===== config.mk =====
export PLATFORM = sky130hd
export DESIGN_NAME = cdb_arbiter
export DESIGN_NICKNAME = d
export VERILOG_FILES = /design/src/rtl/cdb_arbiter.sv
export SDC_FILE = /design/constraint.sdc
export NUM_CORES = 1
export LEC_CHECK = 0
export CAP_MARGIN = 10
export CORE_MARGIN = 10
export CORE_UTILIZATION = 52
export DETAILED_ROUTE_END_ITERATION = 8
export GPL_ROUTABILITY_DRIVEN = 0
export PLACE_DENSITY = 0.74
export SLEW_MARGIN = 10
export SYNTH_ARGS = -nofsm -noshare
export SYNTH_HDL_FRONTEND = slang
export SYNTH_SLANG_ARGS = --single-unit

===== constraint.sdc =====
create_clock -name clk -period 5.6 [get_ports clk]
set_input_delay 0.84 -clock clk [delete_from_list [all_inputs] [get_ports clk]]
set_output_delay 0.84 -clock clk [all_outputs]
set_load 0.05 [all_outputs]

===== src/rtl/cdb_arbiter.sv =====
// cdb_arbiter: shares one registered common data bus among several
// functional units. Each source has a small FIFO. One head is granted per
// cycle in round-robin order from rr_ptr.
module cdb_arbiter #(
  parameter int NUM_SRC = 2,
  parameter int DATA_W  = 32,
  parameter int TAG_W   = 3,
  parameter int QDEPTH  = 2,
  localparam int SRC_W  = (NUM_SRC > 1) ? $clog2(NUM_SRC) : 1
) (
  input  logic                      clk,
  input  logic                      reset,
  input  logic                      flush,
  input  logic [NUM_SRC-1:0]        src_valid,
  input  logic [NUM_SRC*DATA_W-1:0] src_val,
  input  logic [NUM_SRC*TAG_W-1:0]  src_tag,
  output logic [NUM_SRC-1:0]        src_full,
  output logic                      cdb_valid,
  output logic [DATA_W-1:0]         cdb_val,
  output logic [TAG_W-1:0]          cdb_tag,
  output logic [SRC_W-1:0]          cdb_src,
  output logic                      overflow
);

  localparam int PTR_W = $clog2(QDEPTH);
  localparam int CNT_W = $clog2(QDEPTH + 1);

  logic [DATA_W-1:0] q_val  [NUM_SRC][QDEPTH];
  logic [TAG_W-1:0]  q_tag  [NUM_SRC][QDEPTH];
  logic [PTR_W-1:0]  rd_ptr [NUM_SRC];
  logic [PTR_W-1:0]  wr_ptr [NUM_SRC];
  logic [CNT_W-1:0]  count  [NUM_SRC];

  logic [SRC_W-1:0]   rr_ptr;
  logic [SRC_W-1:0]   winner;
  logic [SRC_W-1:0]   scan_idx;
  logic               grant;
  logic [NUM_SRC-1:0] pop;
  logic [NUM_SRC-1:0] push;
  logic [NUM_SRC-1:0] drop;

  // Pick the first non-empty queue scanning upward from rr_ptr, with wrap.
  always_comb begin
    grant    = 1'b0;
    winner   = '0;
    scan_idx = '0;
    for (int k = 0; k < NUM_SRC; k++) begin
      scan_idx = SRC_W'((int'(rr_ptr) + k) % NUM_SRC);
      if (!grant && (count[scan_idx] != '0)) begin
        grant  = 1'b1;
        winner = scan_idx;
      end
    end
  end

  // Per-queue pop/push/drop decisions. A full queue still accepts a push
  // when it is popped on the same edge.
  always_comb begin
    pop      = '0;
    push     = '0;
    drop     = '0;
    src_full = '0;
    for (int i = 0; i < NUM_SRC; i++) begin
      pop[i]      = grant && (winner == SRC_W'(i));
      src_full[i] = (count[i] == CNT_W'(QDEPTH));
      push[i]     = src_valid[i] && (!src_full[i] || pop[i]);
      drop[i]     = src_valid[i] && src_full[i] && !pop[i];
    end
  end

  // Queue storage; contents need no reset because count gates visibility.
  always_ff @(posedge clk) begin
    if (!reset && !flush) begin
      for (int i = 0; i < NUM_SRC; i++) begin
        if (push[i]) begin
          q_val[i][wr_ptr[i]] <= src_val[i*DATA_W +: DATA_W];
          q_tag[i][wr_ptr[i]] <= src_tag[i*TAG_W +: TAG_W];
        end
      end
    end
  end

  // Queue bookkeeping, round-robin pointer, registered CDB and sticky overflow.
  always_ff @(posedge clk) begin
    if (reset) begin
      for (int i = 0; i < NUM_SRC; i++) begin
        rd_ptr[i] <= '0;
        wr_ptr[i] <= '0;
        count[i]  <= '0;
      end
      rr_ptr    <= '0;
      cdb_valid <= 1'b0;
      cdb_val   <= '0;
      cdb_tag   <= '0;
      cdb_src   <= '0;
      overflow  <= 1'b0;
    end else if (flush) begin
      for (int i = 0; i < NUM_SRC; i++) begin
        rd_ptr[i] <= '0;
        wr_ptr[i] <= '0;
        count[i]  <= '0;
      end
      cdb_valid <= 1'b0;
    end else begin
      for (int i = 0; i < NUM_SRC; i++) begin
        if (push[i]) wr_ptr[i] <= wr_ptr[i] + PTR_W'(1);
        if (pop[i])  rd_ptr[i] <= rd_ptr[i] + PTR_W'(1);
        count[i] <= count[i] + CNT_W'(push[i]) - CNT_W'(pop[i]);
      end
      if (|drop) overflow <= 1'b1;
      if (grant) begin
        cdb_valid <= 1'b1;
        cdb_val   <= q_val[winner][rd_ptr[winner]];
        cdb_tag   <= q_tag[winner][rd_ptr[winner]];
        cdb_src   <= winner;
        rr_ptr    <= (winner == SRC_W'(NUM_SRC - 1)) ? '0 : winner + SRC_W'(1);
      end else begin
        cdb_valid <= 1'b0;
      end
    end
  end

endmodule


# Yosys cells after proc, flatten, opt, wreduce, memory -nomap -nowiden
# Memories as Yosys holds them, arrays and structs flattened. A register that Yosys moved wholly into a read port is not among the register bits.
# Cells that the tools add are included.
# W data, S select, Z words.
[classes]
order_cmp = 5
n_eq_ne = 2
bitwise = 17
reduce_logical = 27
muxes = 64
addsub = 10
[op_table]
columns = ["op", "n"]
rows = [
  ["$mux W32", 5],
  ["$mux W64", 2],
  ["$demux W32 S1", 2],
  ["$mux W1", 42],
  ["$mux W3", 5],
  ["$logic_and A1 B1 Y1", 12],
  ["$mux W6", 2],
  ["$or A1 B1 Y1", 12],
  ["$mux W2", 4],
  ["$logic_not A1 Y1", 7],
  ["$add A1 B1 Y1 const B", 6],
  ["$demux W3 S1", 2],
  ["$ge A2 B2 Y1 const B", 3],
  ["$not A1 Y2", 3],
  ["$add A2 B1 Y2", 2],
  ["$eq A2 B2 Y1 const B", 2],
  ["$lt A2 B1 Y1 const B", 2],
  ["$reduce_and A2 Y1", 2],
  ["$reduce_bool A2 Y1", 2],
  ["$reduce_or A2 Y1", 2],
  ["$sub A2 B1 Y2", 2],
  ["$logic_or A1 B1 Y1", 2],
  ["$not A1 Y1", 2],
]
[totals]
elab_cells = 136
output_inout_bits = 40
mem_bits_rw = 148
mem_count = 5
ff_bits = 39
[memory_table]
columns = ["name", "depth", "width", "read_ports", "rd_ports_with_merged_regs", "wr", "line_no", "rtl"]
rows = [
  ["q_val", 2, 64, 1, 0, 2, "28", "logic [DATA_W-1:0] q_val [NUM_SRC][QDEPTH];"],
  ["q_tag", 2, 6, 1, 0, 2, "29", "logic [TAG_W-1:0] q_tag [NUM_SRC][QDEPTH];"],
  ["count", 2, 2, 4, 1, 2, "32", "logic [CNT_W-1:0] count [NUM_SRC];"],
  ["rd_ptr", 2, 1, 3, 0, 2, "30", "logic [PTR_W-1:0] rd_ptr [NUM_SRC];"],
  ["wr_ptr", 2, 1, 2, 0, 2, "31", "logic [PTR_W-1:0] wr_ptr [NUM_SRC];"],
]

# Longest topological paths before layout
[logic_depth]
word_depth = 14
ltp_mapped = 11
depth_no_buf = 9

# Least setup slack after synthesis
# OpenSTA, ideal clock, no wires.
[synth_timing]
kind = "input port to flip-flop"
startpoint = "input port flush"
endpoint = "memory q_tag[0][3] in the netlist's numbering (enable)"
arrival_ns = 3.939
slack_ns = 1.190
t_required_ns = 5.129
setup_time_ns = 0.471
stages = 4
path_cell_list = "or2_2 > clkbuf_1 > clkbuf_1 > nor3_1"
[synth_rtl]
columns = ["element", "line_no", "rtl"]
rows = [
  ["start: declaration", "13", "input logic flush,"],
  ["end: declaration", "29", ""],
]

==> flow_metrics.tcl <==
set metrics [dict create \
    synth_area_um2 7293 \
    grt_pass1_wl_um 24750 \
    rrSetupSlack_ps 2830 \
    worstReg2RegEnd "count[0][1]" \
    worst_slew_pin_slew_ps 1129 \
    crit_buf_inv 1 \
    ys_warn_count 0 \
    yosysTopAreaCell "edfxtp_1" \
    cts-resized-gates 0 \
    ant_nets 0 \
    avgSynthCellArea_um2 14.53 \
    end_kind "flop" \
    powerDensity_nw_per_um2 364.1 \
    synthCells 502 \
    wirelength_um 15620 \
    areaGrowthSynthToFinish_pct 26.80 \
    ys_top_cells_by_area "edfxtp_1, dfxtp_1, mux2i_1" \
    core_um2 13830 \
    hold_start "cdb_val[21]" \
    cts_buffer_depth 2 \
    yosysMostFrequentCell "edfxtp_1" \
    synthTopCellsByCount "edfxtp_1, mux2i_1, nor2_1" \
    hold_buffers 0 \
    tns_ps 0 \
    fin_worst_skew_ps 6.111 \
    numCtsBuffers 17 \
    yosysUniqueCellTypes 40 \
    startpoint_type "input port" \
    min_period_over_period 0.5256 \
    grt_pass1_vias 4638 \
    cts_tree "built" \
    peakVddDrop_mv 0.2107 \
    ys_seq_area_frac 0.7192 \
    seqCellArea_um2 5245 \
    wl_per_cell_um 19.24 \
    finalSetupViolCount 0 \
    port_buffers 114 \
    synth_top_area_frac 0.6094 \
    h-tree-depth 4 \
    clock-sinks 188 \
    die_area_um2 19160 \
    antenna_cells 0 \
    critPathTopFamily "simple AND/OR/NAND/NOR gates" \
    ys_ff_latch 188 \
    critPathArrivalTime_ps 2990 \
    start_util 0.5275 \
    post_cts_buffers 0 \
    die_x_um 138.4 \
    worst_hold_slack_ps 515.6 \
    synthArstFlopShare 0 \
    slowest_delay_ps 850 \
    multiInputGateArea_um2 1809 \
    die_h_um 138.4 \
    max_freq_mhz 339.7 \
    hold_path.class "reg2reg" \
    grt_setup_unrepaired "no" \
    cts_root_buf "clkbuf_16" \
    io_pins 115 \
    gr-total-overflow 0 \
    synth_edf_count 148 \
    drc_errors 0 \
    final_area_um2 9248 \
    holdPathEnd "cdb_val[21]" \
    antenna_found_initial 0 \
    maxCapViolCount 0 \
    placed_area_um2 8650 \
    path_max_fanout 35 \
    drive_above_1_share 0.07595 \
    path_cells "clkdlybuf4s50_1 > nor2_1 > nand2_1 > nor2_4" \
    ys.flop_type "edfxtp_1" \
    first_pass_iters 5 \
    critical_path_class "in2reg" \
    ff2ff_path_depth 10 \
    nNetsFinal 698 \
    clk_latency_ps 430 \
    hpwl_um 10100 \
    vias_per_cell 5.494 \
    slew_violations 0 \
    min_period_ps 2943 \
    status "completed" \
    power.total_mw 3.367 \
    hold_violations 0 \
    timing.rr.start "count[1][1]" \
    p_leak_nw 3.154 \
    required_ps 5650 \
    grt_usage 0.1627 \
    hold_depth 2 \
    clk_pin_slew_ps 70 \
    slew_headroom 0.2476 \
    grt_start_max_net_pins 44 \
    critPathSlowestCell "nor2_4" \
    rows 43 \
    dr_total_vias 4461 \
    drt_iter0_drc 386 \
    fillers 976 \
]
## state kept, by name, summed over array words and instances (netlist names), named ones only
| signal | count |
|---|---|
| overflow | 1 |
| cdb_tag | 3 |
| cdb_src | 1 |
| cdb_val | 32 |
| q_val | 128 |
| q_tag | 12 |
| cdb_valid | 1 |
| count | 4 |
| rd_ptr | 2 |
| rr_ptr | 1 |
| wr_ptr | 2 |
## tightest hold or removal path, delay by kind of cell, from the launching register on
kind	cells	cell delay, ps
flops	1	310
compound gates	1	90
buf+inv	1	50
## per-layer routing
metal,up-vias,part of all wire,global-route usage
li1,2101,-,-
met1,2200,0.41,0.1839
met2,139,0.52,0.2871
met3,21,0.054,0.04212
met4,0,0.018,0.06382
met5,-,0,0
## per-stage QoR
stage | cells | utilization | setup slack [ps]
after floorplan | 505 | - | 1190
after global placement | 780 | 0.6256 | 2289
after detailed placement | 780 | 0.6256 | 2192
after CTS | 812 | 0.6688 | 2649
after global routing | 812 | 0.6688 | 2566
final | 812 | 0.6688 | 2657
## worst max path at each step
stage               startpoint      endpoint  slack (ps)  cells past startpoint
CTS                      flush   q_val[1][7]        2650                      4
finish                   flush  q_val[1][22]        2660                      4
global route             flush   q_val[1][7]        2570                      4
floorplan                flush   q_tag[0][3]        1190                      4
detailed placement       flush   q_val[1][8]        2190                      4
global placement         flush   q_val[1][8]        2290                      4
## kinds of logic (layout without fill, tap and decap cells)
group | Yosys count | in the layout | share of synthesized area
buffers and inverters | 72 | 199 | 0.03946
AO/OA/AOI/OAI | 86 | 86 | 0.08046
AND/OR/NAND/NOR | 76 | 76 | 0.05147
flip-flops | 188 | 188 | 0.7192
adder cells (fa/ha/maj) | 4 | 4 | 0.006863
other | 1 | 4 | 0.0005142
multiplexers | 70 | 70 | 0.09607
XOR/XNOR | 5 | 5 | 0.006006
## power by group
part	leakage, nW	total [mW]	switching [mW]	internal (mW)
clock network	0.289	1.21	0.502	0.706
logic	1.18	0.529	0.318	0.211
registers	1.69	1.63	0.0515	1.58
## final cells by class
cell class	instances	area share
Multi-Input combinational cell	245	0.1956
Sequential cell	188	0.5672
Clock buffer	19	0.04681
Timing Repair Buffer	122	0.1299
Clock inverter	13	0.01786
Inverter	45	0.01827
Tap cell	180	0.02435
## placed cells by master, fill, tap and decap left out, drive strengths merged, types with 7 or more instances in the layout
cell type,instances
o221ai,35
buf,8
nor2,46
inv,48
mux2i,70
edfxtp,148
dfxtp,40
o21ai,39
nor3,7
clkdlybuf4s50,114
clkbuf,19
(Power assumes the default switching activity.)
